===== src/rtl/pixel_frequency_detector_pkg.sv =====
`default_nettype none
// ---------------------------------------------------------------------------
// frequency_analysis_defs : shared encodings and window/timeout derivations
// Rev 1.0
// ---------------------------------------------------------------------------
package frequency_analysis_defs;

  typedef enum logic [1:0] {
    CLASS_NONE = 2'd0,
    CLASS_F0   = 2'd1,
    CLASS_F1   = 2'd2
  } freq_class_e;

  typedef enum logic [1:0] {
    STATE_IDLE    = 2'd0,
    STATE_ARMED   = 2'd1,
    STATE_MEASURE = 2'd2
  } detector_state_e;

  function automatic logic [31:0] window_lo(input int unsigned clock_hz,
                                            input int unsigned freq_hz,
                                            input int unsigned dev_pct);
    longint unsigned nominal;
    nominal = 64'(clock_hz / freq_hz);
    return 32'((nominal * 64'(32'd100 - dev_pct)) / 64'd100);
  endfunction

  function automatic logic [31:0] window_hi(input int unsigned clock_hz,
                                            input int unsigned freq_hz,
                                            input int unsigned dev_pct);
    longint unsigned nominal;
    nominal = 64'(clock_hz / freq_hz);
    return 32'((nominal * 64'(32'd100 + dev_pct)) / 64'd100);
  endfunction

  function automatic logic [31:0] timeout_cycles(input logic [31:0] hi0,
                                                 input logic [31:0] hi1);
    return (hi0 > hi1) ? hi0 : hi1;
  endfunction

  function automatic logic [31:0] acc_max(input int unsigned width);
    return (width >= 32) ? 32'hFFFF_FFFF : 32'((64'd1 << width) - 64'd1);
  endfunction

endpackage
`default_nettype wire


===== src/rtl/pixel_frequency_detector_signal_edge_synchronizer.sv =====
`default_nettype none
// ---------------------------------------------------------------------------
// signal_edge_synchronizer : 2-flop synchronizer with registered rise pulse
// Rev 1.0
// ---------------------------------------------------------------------------
module signal_edge_synchronizer (
  input  logic clock,
  input  logic reset,
  input  logic async_in,
  output logic sync_out,
  output logic rise_pulse
);

  logic meta_q, meta_d;
  logic sync_q, sync_d;
  logic prev_q, prev_d;
  logic rise_q, rise_d;

  always_comb begin
    meta_d = async_in;
    sync_d = meta_q;
    prev_d = sync_q;
    rise_d = sync_q & ~prev_q;
  end

  always_ff @(posedge clock) begin
    if (reset) begin
      meta_q <= 1'b0;
      sync_q <= 1'b0;
      prev_q <= 1'b0;
      rise_q <= 1'b0;
    end else begin
      meta_q <= meta_d;
      sync_q <= sync_d;
      prev_q <= prev_d;
      rise_q <= rise_d;
    end
  end

  assign sync_out   = sync_q;
  assign rise_pulse = rise_q;

endmodule
`default_nettype wire


===== src/rtl/pixel_frequency_detector.sv =====
`default_nettype none
// ---------------------------------------------------------------------------
// pixel_frequency_detector : classifies pixel toggle periods as F0/F1/none
// and accumulates matched period time. Rev 1.0
// ---------------------------------------------------------------------------
module pixel_frequency_detector
  import frequency_analysis_defs::*;
#(
  parameter int unsigned FREQUENCY0           = 5000,
  parameter int unsigned FREQUENCY1           = 10000,
  parameter int unsigned FREQUENCY0_DEVIATION = 20,
  parameter int unsigned FREQUENCY1_DEVIATION = 20,
  parameter int unsigned CLOCK_FREQUENCY      = 100000000,
  parameter int unsigned ACCUMULATOR_WIDTH    = 32
) (
  input  logic        clock,
  input  logic        reset,
  input  logic        enable,
  input  logic        sample_data,
  output logic [31:0] f0_value,
  output logic [31:0] f1_value,
  output logic        f0_detected,
  output logic        f1_detected,
  output logic        period_strobe
);

  localparam logic [31:0] LO0     = window_lo(CLOCK_FREQUENCY, FREQUENCY0, FREQUENCY0_DEVIATION);
  localparam logic [31:0] HI0     = window_hi(CLOCK_FREQUENCY, FREQUENCY0, FREQUENCY0_DEVIATION);
  localparam logic [31:0] LO1     = window_lo(CLOCK_FREQUENCY, FREQUENCY1, FREQUENCY1_DEVIATION);
  localparam logic [31:0] HI1     = window_hi(CLOCK_FREQUENCY, FREQUENCY1, FREQUENCY1_DEVIATION);
  localparam logic [31:0] TIMEOUT = timeout_cycles(HI0, HI1);
  localparam logic [31:0] ACC_MAX = acc_max(ACCUMULATOR_WIDTH);

  logic enable_sync, enable_rise_unused;
  logic sample_level_unused, sample_rise;

  signal_edge_synchronizer u_enable_sync (
    .clock      (clock),
    .reset      (reset),
    .async_in   (enable),
    .sync_out   (enable_sync),
    .rise_pulse (enable_rise_unused)
  );

  signal_edge_synchronizer u_sample_sync (
    .clock      (clock),
    .reset      (reset),
    .async_in   (sample_data),
    .sync_out   (sample_level_unused),
    .rise_pulse (sample_rise)
  );

  detector_state_e state_q, state_d;
  logic [31:0]     count_q, count_d;
  logic [31:0]     f0_acc_q, f0_acc_d;
  logic [31:0]     f1_acc_q, f1_acc_d;
  logic            f0_det_q, f0_det_d;
  logic            f1_det_q, f1_det_d;
  logic            strobe_q, strobe_d;
  freq_class_e     period_class;
  logic [32:0]     f0_sum, f1_sum;

  // F0 is tested first so it wins where the two windows overlap.
  always_comb begin
    period_class = CLASS_NONE;
    if (count_q >= LO0 && count_q <= HI0) begin
      period_class = CLASS_F0;
    end else if (count_q >= LO1 && count_q <= HI1) begin
      period_class = CLASS_F1;
    end
  end

  assign f0_sum = {1'b0, f0_acc_q} + {1'b0, count_q};
  assign f1_sum = {1'b0, f1_acc_q} + {1'b0, count_q};

  always_comb begin
    state_d  = state_q;
    count_d  = count_q;
    f0_acc_d = f0_acc_q;
    f1_acc_d = f1_acc_q;
    f0_det_d = f0_det_q;
    f1_det_d = f1_det_q;
    strobe_d = 1'b0;
    if (!enable_sync) begin
      state_d = STATE_IDLE;
      count_d = '0;
    end else begin
      case (state_q)
        STATE_IDLE: begin
          state_d = STATE_ARMED;
          count_d = '0;
        end
        STATE_ARMED: begin
          if (sample_rise) begin
            state_d = STATE_MEASURE;
            count_d = 32'd1;
          end
        end
        STATE_MEASURE: begin
          if (sample_rise) begin
            count_d  = 32'd1;
            strobe_d = 1'b1;
            f0_det_d = 1'b0;
            f1_det_d = 1'b0;
            case (period_class)
              CLASS_F0: begin
                f0_acc_d = (f0_sum > {1'b0, ACC_MAX}) ? ACC_MAX : f0_sum[31:0];
                f0_det_d = 1'b1;
              end
              CLASS_F1: begin
                f1_acc_d = (f1_sum > {1'b0, ACC_MAX}) ? ACC_MAX : f1_sum[31:0];
                f1_det_d = 1'b1;
              end
              default: ;
            endcase
          end else begin
            if (count_q != 32'hFFFF_FFFF) begin
              count_d = count_q + 32'd1;
            end
            if (count_q > TIMEOUT) begin
              f0_det_d = 1'b0;
              f1_det_d = 1'b0;
            end
          end
        end
        default: state_d = STATE_IDLE;
      endcase
    end
  end

  always_ff @(posedge clock) begin
    if (reset) begin
      state_q  <= STATE_IDLE;
      count_q  <= '0;
      f0_acc_q <= '0;
      f1_acc_q <= '0;
      f0_det_q <= 1'b0;
      f1_det_q <= 1'b0;
      strobe_q <= 1'b0;
    end else begin
      state_q  <= state_d;
      count_q  <= count_d;
      f0_acc_q <= f0_acc_d;
      f1_acc_q <= f1_acc_d;
      f0_det_q <= f0_det_d;
      f1_det_q <= f1_det_d;
      strobe_q <= strobe_d;
    end
  end

  assign f0_value      = f0_acc_q;
  assign f1_value      = f1_acc_q;
  assign f0_detected   = f0_det_q;
  assign f1_detected   = f1_det_q;
  assign period_strobe = strobe_q;

endmodule
`default_nettype wire


===== config.mk =====
export PLATFORM = sky130hd
export DESIGN_NAME = pixel_frequency_detector
export DESIGN_NICKNAME = d
export VERILOG_FILES = /design/src/rtl/pixel_frequency_detector_pkg.sv /design/src/rtl/pixel_frequency_detector_signal_edge_synchronizer.sv /design/src/rtl/pixel_frequency_detector.sv
export SDC_FILE = /design/constraint.sdc
export NUM_CORES = 1
export LEC_CHECK = 0
export BUFFER_PORTS_ARGS = -buffer_cell sky130_fd_sc_hd__clkbuf_2
export CORE_MARGIN = 5
export CORE_UTILIZATION = 55
export DETAILED_ROUTE_END_ITERATION = 10
export GPL_ROUTABILITY_DRIVEN = 0
export PLACE_DENSITY = 0.78
export RECOVER_POWER = 25
export SLEW_MARGIN = 20
export SYNTH_ARGS = -nofsm -noshare
export SYNTH_HDL_FRONTEND = slang
export SYNTH_SLANG_ARGS = --single-unit

===== constraint.sdc =====
create_clock -name clock -period 2.9 [get_ports clock]
set_input_delay 0.145 -clock clock [delete_from_list [all_inputs] [get_ports clock]]
set_output_delay 0.145 -clock clock [all_outputs]
set_load 0.02 [all_outputs]

==> results.yml <==
route:
  routed_wirelength_um: 20900
  drtIter0Drc: 704
  drc: 0
  ant_nets: 0
  dr.pass1.iters: 5
  routedWlPerCell_um: 16.7
  via_count: 7530
  via_per_inst: 6.01
synthesis:
  ys_ff_latch: 107
  ys_seq_area_share_pct: 28.3
  postSynthAreaPerCell_um2: 7.99
  synthFlopType: "dfxtp_1"
  async_reset_ff_share_pct: 0
  netlist_instances: 948
  ys_types: 67
  syn-cell-area_um2: 7570
  synth_edf_count: 0
  synth_warnings: 0
  syn_nets: 1024
pwr:
  p_switching_uw: 572
  design_power_total_uw: 2680
  leakagePower_uw: 0.00365
  irDropWorstVdd_uv: 423
  pwr-share-comb_pct: 1.2
  p_int_uw: 2110
  pwr-share-seq_pct: 54.9
  p_sw_share_pct: 21.3
  pwr-share-clk_pct: 43.9
  power.density_nw_per_um2: 298
timing:
  final_hold_viol_count: 0
  worst_slew_pin_slew_ns: 0.798
  relSlewSlack_pct: 46.8
  period_minus_slack_ns: 2.79
  worst_hold_slack_ns: 0.00778
  finalClockSkew_ns: 0.00845
  setup_viol: 0
  drv_slew: 0
  fmax_ghz: 0.358
  period_share_pct: 96.3
cts:
  clk_pin_slew_ns: 0.07
  cts_max_path_buffers: 2
  cts_buffers: 9
  tritoncts: "built"
  cts-root-buf: "clkbuf_16"
  clkLatencyLatePin_ns: 0.36
  htree_num_levels: 3
  cts_sinks: 107
global_route:
  antenna_found_initial: 0
  grt_pass1_vias: 6875
  grt_max_degree: 73
  grt_usage_pct: 24.9
  grt_pass1_wl_um: 33500
  grt-ovfl-total: 0
floorplanning:
  rows: 42
  initial_core_util_pct: 56.7
  die_area_um2: 16200
  ios: 71
  die_y_um: 127
  die_x_um: 127
  coreArea_um2: 13300
setup_path:
  required_ns: 3.17
  start_kind: "register"
  crit_arrival_ns: 3.06
  r2r_cells: 13
  criticalPathCategory: "register to register"
  crit_path_end_kind: "register"
  timing.critical_path.fanout_max: 3
cells_and_area:
  num_antenna_cells: 0
  final_cells: 1252
  synthToLayoutAreaGrowth_pct: 19.0
  nNetsFinal: 1147
  final_cell_area_um2: 9010
  drive_gt1_share_pct: 16.1
  final_util_pct: 67.5
worst_hold_path:
  hp-class: "input pin to register"
  hold_depth: 2
placed_design:
  dp_hpwl_um: 15600
  dp_cells: 1230
  io_buffers: 70
  placed_area_um2: 8580
run_status:
  run_status: "finished clean"
flow_run:
  max_cap_viol_count: 0
-- per-stage QoR --
stage,worst slack [ns],TNS [ns]
after floorplan,0.0278,0
after global placement,-0.0340,-0.141
after detailed placement,-0.125,-1.86
after CTS,0.000696,0
after global routing,-0.0517,-0.146
final,0.107,0
-- critical path: stages, from the launching register on --
cell and delay (ns):
dfxtp_1 0.34, ha_1 0.21, inv_1 0.07, fa_1 0.42, nor2b_2 0.18, o2111ai_2 0.13
buf_4 0.16, a31oi_1 0.25, a21o_1 0.15, a21oi_1 0.11, o21bai_1 0.21, a21o_1 0.16
xnor2_1 0.07, a211oi_1 0.23
-- state kept, by name, indices dropped and copies added, names as in the netlist --
| name | flops |
|---|---|
| u_sample_sync.meta_q | 1 |
| count_q | 32 |
| u_enable_sync.sync_out | 1 |
| state_q | 2 |
| f0_detected | 1 |
| period_strobe | 1 |
| u_sample_sync.prev_q | 1 |
| f1_detected | 1 |
| f0_value | 32 |
| u_sample_sync.sync_out | 1 |
| f1_value | 32 |
| u_enable_sync.meta_q | 1 |
| u_sample_sync.rise_pulse | 1 |
-- final timing paths --
check                       start  slack (ns)                       end
min                        enable       0.008      u_enable_sync.meta_q
max                   f1_value[0]        0.11              f1_value[12]
min reg2reg  u_sample_sync.prev_q        0.39  u_sample_sync.rise_pulse
max reg2reg           f1_value[0]        0.11              f1_value[12]
-- cell families after synthesis --
group,share of synthesized area (%)
muxes,0.281
AOI/OAI and AO/OA,25.6
xor gates and xnor gates,9.02
buffers and inverters,3.88
adders and majority gates,12.1
and+or+nand+nor,20.8
DFF,28.3
-- routing by layer --
layer	GRT usage [%]	up-vias	share of wire [%]	wire [um]
li1	-	3715	-	-
met1	34.8	3508	46	9620
met2	40.2	275	45	9440
met3	4.84	32	6.8	1420
met4	5.11	0	2.0	420
met5	0	-	0	0
-- cells in the mapped netlist, types with 3 or more instances --
cell / number / share of area [%]
a21boi_0: 3 / 0.30
xnor2_1: 33 / 3.8
o211ai_1: 5 / 0.50
nand3_1: 21 / 1.4
a21o_1: 30 / 3.0
or2_2: 3 / 0.25
nor4_1: 11 / 0.91
o2111ai_1: 4 / 0.46
dfxtp_1: 107 / 28
o21ai_0: 48 / 3.2
and3_1: 15 / 1.2
clkbuf_1: 29 / 1.4
nand2b_1: 8 / 0.66
a211oi_1: 71 / 7.0
or3_1: 9 / 0.74
a211o_1: 3 / 0.35
o21bai_1: 5 / 0.50
nor2b_1: 15 / 1.2
xor2_1: 45 / 5.2
and4_1: 3 / 0.35
and2_1: 6 / 0.50
o22ai_1: 3 / 0.25
ha_1: 70 / 12
nor2_1: 130 / 6.4
nand4_1: 21 / 1.7
o41ai_1: 4 / 0.46
inv_1: 34 / 1.7
nand2_1: 59 / 2.9
a31oi_1: 8 / 0.66
a21oi_1: 75 / 5.0
nor3_1: 14 / 0.93
buf_2: 6 / 0.40
o21a_1: 5 / 0.50
-- layout make-up --
class	count	area, um2
clock inverter	1	7.51
inverter	34	128
tap	176	220
sequential	107	2150
timing repair buffer	150	950
clock buffer	15	268
fill	1140	4330
multi-input combinational	769	5290
-- cell usage in the layout, fill, tap and decap left out, drive strengths merged, types with 4 or more instances in the layout --
master / n
nand2b: 8
ha: 70
buf: 79
o21a: 5
a21boi: 4
o2111ai: 4
and3: 15
clkbuf: 85
xor2: 45
nor2b: 15
a21oi: 77
o211ai: 5
o21bai: 5
and2: 6
dfxtp: 107
nand3: 21
nor4: 13
nand2: 59
a21o: 30
o41ai: 4
inv: 34
or3: 9
a211oi: 71
nor3: 15
xnor2: 33
nor2: 130
o21ai: 50
a31oi: 8
nand4: 21
-- power by group through the flow --
stage	Sequential [uW]	Clock [uW]	Combinational, uW
2_1_floorplan	1510	0	22.2
3_3_place_gp	1510	0	30.0
3_5_place_dp	1510	0	30.5
4_1_cts	1470	1200	31.4
5_1_grt	1470	1260	34.0
6_report	1470	1180	31.2
-- what timing repair did --
action	4_1_cts	5_1_grt
hold buffers	1	0
resized for setup	6	31
buffers inserted	1	4
endpoints found under the setup margin	40	64
endpoints found under the hold margin	1	0
cloned	0	0
pin swaps	3	8
Power figures use the tool's default switching activity.
